$ cat src/rtl/apb_pkg.sv
// Shared definitions for the APB RAM slave: FSM state encoding, APB
// response codes and width helpers used by the top and the storage array.
package apb_pkg;

  typedef enum logic [1:0] {
    IDLE  = 2'd0,
    WAIT  = 2'd1,
    READY = 2'd2
  } apb_state_e;

  localparam logic RESP_OKAY = 1'b0;
  localparam logic RESP_ERR  = 1'b1;

  // Byte-lane count for a data bus width.
  function automatic int strb_w(input int dw);
    return dw / 8;
  endfunction

  // Wait-state counter width; at least one bit even with no wait states.
  function automatic int cnt_w(input int ws);
    return (ws > 0) ? $clog2(ws + 1) : 1;
  endfunction

endpackage

$ cat src/rtl/apb_ram_slave_if.sv
// APB4 bus bundle between bridge (master) and the RAM slave.
// Signals: PSEL, PENABLE, PWRITE, PADDR, PWDATA, PSTRB (master -> slave),
//          PRDATA, PREADY, PSLVERR (slave -> master).
interface apb_ram_slave_if #(
  parameter int ADDR_WIDTH = 8,
  parameter int DATA_WIDTH = 32
);
  logic                    PSEL;
  logic                    PENABLE;
  logic                    PWRITE;
  logic [ADDR_WIDTH-1:0]   PADDR;
  logic [DATA_WIDTH-1:0]   PWDATA;
  logic [DATA_WIDTH/8-1:0] PSTRB;
  logic [DATA_WIDTH-1:0]   PRDATA;
  logic                    PREADY;
  logic                    PSLVERR;

  modport master (
    output PSEL, PENABLE, PWRITE, PADDR, PWDATA, PSTRB,
    input  PRDATA, PREADY, PSLVERR
  );

  modport slave (
    input  PSEL, PENABLE, PWRITE, PADDR, PWDATA, PSTRB,
    output PRDATA, PREADY, PSLVERR
  );
endinterface

$ cat src/rtl/apb_ram_array.sv
// DEPTH x DATA_WIDTH storage with a byte-enable synchronous write port and a
// synchronous read port. The read register doubles as the bus PRDATA register:
// it resets to 0, loads only on re, and loads 0 when rclr flags a bad access.
// Ports: clk, rst_n (async low, read register only), we/waddr/wdata/wstrb,
//        re/rclr/raddr, rdata.
module apb_ram_array #(
  parameter int DATA_WIDTH = 32,
  parameter int DEPTH      = 16,
  parameter int AW         = (DEPTH > 1) ? $clog2(DEPTH) : 1
) (
  input  logic                    clk,
  input  logic                    rst_n,
  input  logic                    we,
  input  logic [AW-1:0]           waddr,
  input  logic [DATA_WIDTH-1:0]   wdata,
  input  logic [DATA_WIDTH/8-1:0] wstrb,
  input  logic                    re,
  input  logic                    rclr,
  input  logic [AW-1:0]           raddr,
  output logic [DATA_WIDTH-1:0]   rdata
);
  logic [DATA_WIDTH-1:0] mem [DEPTH];

  // Contents are deliberately not reset.
  always_ff @(posedge clk) begin
    if (we) begin
      for (int b = 0; b < DATA_WIDTH/8; b++) begin
        if (wstrb[b]) mem[waddr][b*8 +: 8] <= wdata[b*8 +: 8];
      end
    end
  end

  always_ff @(posedge clk or negedge rst_n) begin
    if (!rst_n)  rdata <= '0;
    else if (re) rdata <= rclr ? '0 : mem[raddr];
  end
endmodule

$ cat src/rtl/apb_ram_slave.sv
// APB4 RAM slave: DEPTH x DATA_WIDTH word store with byte strobes and
// WAIT_STATES access-phase wait cycles. Decode and the IDLE/WAIT/READY FSM
// live here; storage is in apb_ram_array.
// Ports: PCLK, PRESETn (async low), bus (apb_ram_slave_if.slave).
// Build option: APB_RAM_PSLVERR_EN enables PSLVERR on out-of-range or
// misaligned accesses; without it PSLVERR stays 0 and such accesses are
// still dropped (writes) or return 0 (reads) with identical timing.
module apb_ram_slave
  import apb_pkg::*;
#(
  parameter int DATA_WIDTH  = 32,
  parameter int ADDR_WIDTH  = 8,
  parameter int DEPTH       = 16,
  parameter int WAIT_STATES = 0
) (
  input logic           PCLK,
  input logic           PRESETn,
  apb_ram_slave_if.slave bus
);
  localparam int STRB_W = strb_w(DATA_WIDTH);
  localparam int OFFS   = $clog2(STRB_W);
  localparam int IDX_W  = ADDR_WIDTH - OFFS;
  localparam int AW     = (DEPTH > 1) ? $clog2(DEPTH) : 1;
  localparam int CNT_W  = cnt_w(WAIT_STATES);
`ifdef APB_RAM_PSLVERR_EN
  localparam bit ERR_EN = 1'b1;
`else
  localparam bit ERR_EN = 1'b0;
`endif

  apb_state_e       state;
  logic [CNT_W-1:0] cnt;
  logic             pready, pslverr;
  logic [IDX_W-1:0] idx, idx_q;
  logic             mis, err, err_q, wr_q;

  // Address decode is combinational; err/index are captured at the setup edge.
  assign idx = bus.PADDR[ADDR_WIDTH-1:OFFS];
  generate
    if (OFFS > 0) begin : g_mis
      assign mis = |bus.PADDR[OFFS-1:0];
    end else begin : g_nomis
      assign mis = 1'b0;
    end
  endgenerate
  assign err = mis || (32'(idx) >= 32'(DEPTH));

  wire setup    = bus.PSEL && !bus.PENABLE;
  wire ld_idle  = (state == IDLE) && setup && (WAIT_STATES == 0);
  wire ld_wait  = (state == WAIT) && bus.PSEL && (cnt == '0);

  always_ff @(posedge PCLK or negedge PRESETn) begin
    if (!PRESETn) begin
      state   <= IDLE;
      cnt     <= '0;
      pready  <= 1'b0;
      pslverr <= RESP_OKAY;
      idx_q   <= '0;
      err_q   <= 1'b0;
      wr_q    <= 1'b0;
    end else begin
      case (state)
        IDLE: if (setup) begin
          idx_q <= idx;
          err_q <= err;
          wr_q  <= bus.PWRITE;
          if (WAIT_STATES == 0) begin
            state   <= READY;
            pready  <= 1'b1;
            pslverr <= (ERR_EN && err) ? RESP_ERR : RESP_OKAY;
          end else begin
            state <= WAIT;
            cnt   <= CNT_W'(WAIT_STATES - 1);
          end
        end
        WAIT: begin
          if (!bus.PSEL) begin
            state <= IDLE;               // aborted: nothing committed
          end else if (cnt == '0) begin
            state   <= READY;
            pready  <= 1'b1;
            pslverr <= (ERR_EN && err_q) ? RESP_ERR : RESP_OKAY;
          end else begin
            cnt <= cnt - 1'b1;
          end
        end
        READY: begin
          state   <= IDLE;
          pready  <= 1'b0;
          pslverr <= RESP_OKAY;
        end
        default: state <= IDLE;
      endcase
    end
  end

  // Reads load PRDATA on the same edge PREADY rises; writes commit on the
  // edge that ends the PREADY cycle, so a following read sees the new data.
  logic [DATA_WIDTH-1:0] rdata;

  apb_ram_array #(.DATA_WIDTH(DATA_WIDTH), .DEPTH(DEPTH), .AW(AW)) u_array (
    .clk   (PCLK),
    .rst_n (PRESETn),
    .we    ((state == READY) && wr_q && !err_q),
    .waddr (idx_q[AW-1:0]),
    .wdata (bus.PWDATA),
    .wstrb (bus.PSTRB),
    .re    ((ld_idle && !bus.PWRITE) || (ld_wait && !wr_q)),
    .rclr  (ld_idle ? err : err_q),
    .raddr (ld_idle ? idx[AW-1:0] : idx_q[AW-1:0]),
    .rdata (rdata)
  );

  assign bus.PRDATA  = rdata;
  assign bus.PREADY  = pready;
  assign bus.PSLVERR = pslverr;
endmodule

$ cat src/flat_wrapper.sv
// flat-port wrapper written by rule: the top's interface ports become plain ports
module apb_ram_slave_flat import apb_pkg::*;
#(
  parameter int DATA_WIDTH  = 32,
  parameter int ADDR_WIDTH  = 8,
  parameter int DEPTH       = 16,
  parameter int WAIT_STATES = 0
)
  (PCLK, PRESETn, bus_PSEL, bus_PENABLE, bus_PWRITE, bus_PADDR, bus_PWDATA, bus_PSTRB, bus_PRDATA, bus_PREADY, bus_PSLVERR);
  apb_ram_slave_if #(.ADDR_WIDTH(ADDR_WIDTH), .DATA_WIDTH(DATA_WIDTH)) bus_i ();
  input logic PCLK;
  input logic PRESETn;
  input wire logic [$bits(bus_i.PSEL)-1:0] bus_PSEL;
  input wire logic [$bits(bus_i.PENABLE)-1:0] bus_PENABLE;
  input wire logic [$bits(bus_i.PWRITE)-1:0] bus_PWRITE;
  input wire logic [$bits(bus_i.PADDR)-1:0] bus_PADDR;
  input wire logic [$bits(bus_i.PWDATA)-1:0] bus_PWDATA;
  input wire logic [$bits(bus_i.PSTRB)-1:0] bus_PSTRB;
  output wire logic [$bits(bus_i.PRDATA)-1:0] bus_PRDATA;
  output wire logic [$bits(bus_i.PREADY)-1:0] bus_PREADY;
  output wire logic [$bits(bus_i.PSLVERR)-1:0] bus_PSLVERR;
  assign bus_i.PSEL = bus_PSEL;
  assign bus_i.PENABLE = bus_PENABLE;
  assign bus_i.PWRITE = bus_PWRITE;
  assign bus_i.PADDR = bus_PADDR;
  assign bus_i.PWDATA = bus_PWDATA;
  assign bus_i.PSTRB = bus_PSTRB;
  assign bus_PRDATA = bus_i.PRDATA;
  assign bus_PREADY = bus_i.PREADY;
  assign bus_PSLVERR = bus_i.PSLVERR;
  apb_ram_slave #(.DATA_WIDTH(DATA_WIDTH), .ADDR_WIDTH(ADDR_WIDTH), .DEPTH(DEPTH), .WAIT_STATES(WAIT_STATES)) u_core (.PCLK(PCLK), .PRESETn(PRESETn), .bus(bus_i));
endmodule
$ cat config.mk
export PLATFORM = sky130hd
export DESIGN_NAME = apb_ram_slave_flat
export DESIGN_NICKNAME = d
export VERILOG_FILES = /design/src/rtl/apb_pkg.sv /design/src/rtl/apb_ram_slave_if.sv /design/src/rtl/apb_ram_array.sv /design/src/rtl/apb_ram_slave.sv /design/src/flat_wrapper.sv
export SDC_FILE = /design/constraint.sdc
export NUM_CORES = 1
export LEC_CHECK = 0
export CAP_MARGIN = 30
export CORE_ASPECT_RATIO = 1.5
export CORE_MARGIN = 5
export CORE_UTILIZATION = 40
export DETAILED_ROUTE_END_ITERATION = 12
export SLEW_MARGIN = 20
export SYNTH_ARGS = -nofsm -noshare
export SYNTH_HDL_FRONTEND = slang
export SYNTH_SLANG_ARGS = --single-unit
$ cat constraint.sdc
create_clock -name PCLK -period 3.5 [get_ports PCLK]
set_input_delay 0.7 -clock PCLK [delete_from_list [all_inputs] [get_ports PCLK]]
set_output_delay 0.7 -clock PCLK [all_outputs]
set_load 0.005 [all_outputs]
---- Word level (Yosys, flattened, before mapping) ----
Memory sizes are Yosys's and may differ from the RTL's.
Cells that the tools add are included.
storage, ports and cells
  ROM bits ................................ 0
  bits in latches ......................... 0
  memories kept ........................... 1
  output and inout port bits .............. 34
  bits in registers ....................... 43
  bits in writable memories ............... 512
cells by class
  magnitude comparators ................... 1
  div/mod/pow operators ................... 0
  add/subtract/negate cells ............... 1
  multiply operators ...................... 0
  bitwise operators ....................... 1
  shift operators ......................... 0
  reduce and logical (&&, ||, !) cells .... 21
  eq/ne operators ......................... 6
  multiplexer cells ....................... 28
memory list
  memory              depth  width  rd ports  clocked after memory_dff  write ports  RTL line             text
  u_core.u_array.mem  16     32     1         0                         1            apb_ram_array.sv:22  logic [DATA_WIDTH-1:0] mem [DEPTH];
operators by type and width
  operator                                                                             number
  32-bit two-way mux                                                                   1
  1-bit two-way mux                                                                    20
  1-bit logical AND                                                                    8
  6-bit by 5-bit greater-or-equal comparator with 1-bit output, second input constant  1
  2-bit two-way mux                                                                    3
  1-bit one-hot mux with 3 select lines                                                2
  2-bit AND reduction                                                                  3
  1-bit logical NOT                                                                    4
  4-bit two-way mux                                                                    1
  2-bit inequality test, second input constant                                         2
  2-bit one-hot mux with 2 select lines                                                1
  4-bit AND reduction                                                                  1
  3-bit inequality test, second input constant                                         1
  3-bit nonzero test                                                                   1
  2-bit by 1-bit == test with 1-bit output, second input constant                      1
  2-bit == test, second input constant                                                 1
  2-bit logical NOT                                                                    1
  1-bit logical OR                                                                     2
  2-bit by 1-bit inequality test with 1-bit output, second input constant              1
  2-bit OR reduction                                                                   1
  1-bit NOT                                                                            1
  1-bit subtractor, second input constant                                              1

---- Longest topological paths before layout ----
An unclocked memory read counts as a cell.
  depth in word-level cells ............... 6
  mapped depth ............................ 11

---- By module ----
From an unflattened synthesis, not the netlist that was laid out.
unflattened totals
  cells, all modules ...................... 1280
  area total of the unflattened synthesis .. 21938.5 µm²
modules (own cells, without submodules)
  module         cells each  seq. area each (µm²)  area each (µm²)  instances
  apb_ram_array  1255        16175.5               21564.4          1
  apb_ram_slave  25          175.2                 374.1            1

---- Least setup slack after synthesis ----
No wires, ideal clock.
  kind .................................... input port to flip-flop
  start ................................... input bus_PADDR[2]
  end ..................................... register u_core.u_array.rdata[12]
  slack ................................... 833 ps
  stages .................................. 5
  data required time ...................... 3371 ps
  data arrival time ....................... 2539 ps
  cell sequence ........................... clkbuf_1 > clkbuf_1 > mux4_2 > nor2b_1 > a2111o_1
on the way
  cells in the longest elaborated chain, start to end .. 4
RTL lines
  element                                                       RTL line              text
  start, declared                                               flat_wrapper.sv:16    input wire logic [$bits(bus_i.PADDR)-1:0] bus_PADDR;
  6-bit by 5-bit greater-or-equal comparator with 1-bit output  apb_ram_slave.sv:46   assign err = mis || (32'(idx) >= 32'(DEPTH));
  1-bit logical OR                                              apb_ram_slave.sv:46
  1-bit two-way mux                                             apb_ram_slave.sv:109  .rclr (ld_idle ? err : err_q),
  32-bit two-way mux (*)                                        apb_ram_array.sv:35   else if (re) rdata <= rclr ? '0 : mem[raddr];
  end signal, assigned                                          apb_ram_array.sv:35
  end, declared                                                 apb_ram_array.sv:20   output logic [DATA_WIDTH-1:0] rdata
Every way passes the cells marked *; elsewhere a longest branch is shown, timed or not.
A chain may end at the register's enable or synchronous reset.

---- Worst setup path in the final report ----
  start ................................... input bus_PSEL
  end ..................................... register u_core.u_array.rdata[19]
on the way
  cells in the longest elaborated chain, start to end .. 5
RTL lines
  element             RTL line              text
  start, declared     flat_wrapper.sv:13    input wire logic [$bits(bus_i.PSEL)-1:0] bus_PSEL;
  1-bit logical AND   apb_ram_slave.sv:48   wire setup = bus.PSEL && !bus.PENABLE;
  1-bit logical AND   apb_ram_slave.sv:49   wire ld_idle = (state == IDLE) && setup && (WAIT_STATES == 0);
  4-bit two-way mux   apb_ram_slave.sv:110  .raddr (ld_idle ? idx[AW-1:0] : idx_q[AW-1:0]),
  memory 16 x 32 bit  -
  32-bit two-way mux  apb_ram_array.sv:35
Parallel ways exist; a longest one is shown, timed or not.

==> flow_metrics.env <==
export IMPL_status="finished, final reports clean"
export IMPL_rr_endpoint="u_core.u_array.rdata[19]"
export IMPL_tightest_slew_ns=0.949
export IMPL_numPortBuffers=81
export IMPL_async_flop_share=0.0708
export IMPL_regToRegSetupSlack_ns=0.86
export IMPL_crit_required_ns=3.94
export IMPL_drc=0
export IMPL_drt_antenna_violating_nets=0
export IMPL_total_leakage_power_nw=8.97
export IMPL_critPathCaptureType="flip-flop"
export IMPL_power_frac_seq=0.527
export IMPL_postCtsHoldBufs=0
export IMPL_ctsResizeCount=0
export IMPL_finalWirelength_mm=52.7
export IMPL_setup_slack_ns=0.788
export IMPL_rows=104
export IMPL_grt_overflow=0
export IMPL_finalCritPeriodShare=0.775
export IMPL_fin_nets=1567
export IMPL_drtIter0Drc=987
export IMPL_fmax_mhz=369
export IMPL_tns_ns=0
export IMPL_pwr_share_clk=0.377
export IMPL_antenna_found_initial=0
export IMPL_die_h_um=293
export IMPL_cts_buffers=46
export IMPL_track_usage=0.178
export IMPL_core_region_area_um2=53400
export IMPL_internal_power_w=0.0107
export IMPL_dp_cells=2159
export IMPL_r2r_start="u_core.bus.PREADY"
export IMPL_num_vias=12111
export IMPL_final_max_slew_viol_count=0
export IMPL_ys_ff_latch=551
export IMPL_fin_crit_ns=2.71
export IMPL_synthFlopType="edfxtp_1"
export IMPL_cellPowerDensity_nw_per_um2=544
export IMPL_ys_seq_area_frac=0.763
export IMPL_ys_top_cells_by_count="edfxtp_1 (512), nand2_1 (294), mux2i_1 (70), nor2_1 (67), and3_1 (62)"
export IMPL_grt_pass1_vias=12340
export IMPL_clkLatencyLatePin_ns=0.57
export IMPL_instances_no_fill=2245
export IMPL_netSwitchingFraction=0.220
export IMPL_finalHoldViolCount=0
export IMPL_post_cts_buffers=0
export IMPL_antenna_cells=0
export IMPL_cts_root_buffer_cell="clkbuf_16"
export IMPL_syn_nets=1401
export IMPL_cp_arrival_ns=3.15
export IMPL_final_layout_size_suffix_gt1_frac=0.150
export IMPL_wire_per_inst_um=23.5
export IMPL_peakVddDrop_uv=346
export IMPL_design_area_um2=25300
export IMPL_relSlewSlack=0.367
export IMPL_synth_top_area_share=0.718
export IMPL_crit_start="bus_PSEL"
export IMPL_setup_viol=0
export IMPL_crit_fanout=41
export IMPL_netlist_area_um2=21400
export IMPL_syn_mean_instance_area_um2=15.8
export IMPL_synth_cell_type_count=40
export IMPL_clock_sinks=551
export IMPL_pwr_share_comb=0.096
export IMPL_placed_area_um2=23800
export IMPL_via_per_inst=5.39
export IMPL_endpoint="u_core.u_array.rdata[19]"
export IMPL_ctsHtreeMaxLevel=2
export IMPL_synth_top_cells_by_area="edfxtp_1 (72%), nand2_1 (5.2%), dfrtp_1 (4.6%)"
export IMPL_fillers=4566
export IMPL_grt_first_pass_wirelength_mm=78.3
export IMPL_grt_max_degree=49
export IMPL_pre_cts_ws_ns=0.188
export IMPL_grt_setup_unrepaired="no"
export IMPL_die_area_um2=58400
export IMPL_ys_warn_count=0
export IMPL_start_util=0.402
export IMPL_min_path_type="input pin to asynchronous set/reset pin"
export IMPL_gp_congestion=0.791
export IMPL_clk_pin_slew_worst_paths_ns=0.06
export IMPL_synth_cells=1352
export IMPL_rr_worst_depth=8
export IMPL_crit_type="input pin to flip-flop"
export IMPL_fp_dieW_um=199
export IMPL_num_io_pins=83
export IMPL_p_sw_w=0.00303
export IMPL_startpoint_type="input pin"
export IMPL_syn_to_final_growth_pct=18.2
export IMPL_cts_buffer_depth=3
export IMPL_synth_edf_count=512
export IMPL_synth_top_cell_by_area="edfxtp_1"
export IMPL_finClkSkew_ns=0.0147
export IMPL_yosysMostFrequentCell="edfxtp_1"
export IMPL_cts_tree="built"
export IMPL_maxCapViolCount=0
export IMPL_power_total_w=0.0138
export IMPL_dr_pass1_iters=5
export IMPL_dp_hpwl_mm=33.1
-- worst max-delay path, stage by stage --
cell	delay, ns
clkdlybuf4s50_1	0.44
nor3b_2	0.23
buf_12	0.18
mux2i_4	0.32
inv_8	0.16
buf_12	0.23
mux4_2	0.30
nor2b_1	0.14
a2111o_1	0.40
-- state kept, by name (all words and copies together) (netlist names) --
register and cells:
u_core.idx_q 4, u_core.err_q 1, u_core.u_array.rdata 32, u_core.wr_q 1, u_core.u_array.mem 512, u_core.bus.PREADY 1
-- through the flow --
stage	hold slack [ns]	util
after global placement	0.478	0.446
final	0.264	0.475
after global routing	0.298	0.475
after detailed placement	0.486	0.446
after floorplan	0.404	-
after CTS	0.278	0.475
-- cells by family (layout without fill, tap and decap cells) --
family          count (synthesis)  count (layout)  synth area share
mux                           105             105            0.0685
buf+inv                        86             290            0.0176
flops                         551             551             0.763
other cells                     1               1          0.000175
simple gates                  473             473            0.0961
compound gates                136             136            0.0544
-- worst min path at each step --
stage / end / slack (ns) / depth (start not counted)
floorplan: u_core.bus.PREADY / 0.40 / 0
global placement: u_core.err_q / 0.48 / 1
detailed placement: u_core.err_q / 0.49 / 1
CTS: u_core.u_array.rdata[25] / 0.28 / 1
global route: u_core.u_array.rdata[25] / 0.30 / 1
finish: u_core.u_array.rdata[25] / 0.26 / 1
-- power by group through the flow --
| stage | logic (W) | clock network (W) | registers [W] |
|---|---|---|---|
| after global placement | 0.00131 | 0 | 0.00740 |
| after floorplan | 0.000783 | 0 | 0.00739 |
| after CTS | 0.00134 | 0.00528 | 0.00726 |
| final | 0.00133 | 0.00519 | 0.00726 |
| after global routing | 0.00145 | 0.00554 | 0.00726 |
| after detailed placement | 0.00133 | 0 | 0.00740 |
-- routing by layer --
layer	vias to the layer above	GRT usage	share of wire
met2	348	0.318	0.52
met3	85	0.0190	0.046
li1	5487	-	-
met4	0	0.0446	0.022
met1	6191	0.235	0.41
met5	-	0	0
-- cells in the final DEF (no fill, tap or decap), types with 2 or more instances in the layout --
cell             instances
edfxtp_1               512
nand2_1                294
buf_4                  109
clkdlybuf4s50_1         79
mux2i_1                 70
nor2_1                  67
and3_1                  62
clkbuf_16               49
dfrtp_1                 39
nor2b_1                 33
a311oi_1                31
mux4_2                  31
a2111o_1                31
a31oi_1                 29
o221ai_1                29
clkbuf_8                12
clkbuf_1                12
buf_12                  11
nand3_1                  7
clkinv_2                 7
a21oi_1                  5
clkinv_1                 3
mux2i_4                  2
or3_1                    2
a211oi_1                 2
a2bb2oi_1                2
o21ai_1                  2
a221oi_1                 2
mux2_2                   2
bufinv_16                2
buf_2                    2
-- final cells by class --
class / count / area, µm² / area share
Inverter: 3 / 18.8 / 0.000741
Sequential cell: 551 / 16400 / 0.646
Clock inverter: 13 / 114 / 0.00450
Timing Repair Buffer: 201 / 1840 / 0.0726
Multi-Input combinational cell: 715 / 4700 / 0.186
Tap cell: 689 / 862 / 0.0340
Clock buffer: 73 / 1440 / 0.0567
(Power assumes the default switching activity.)
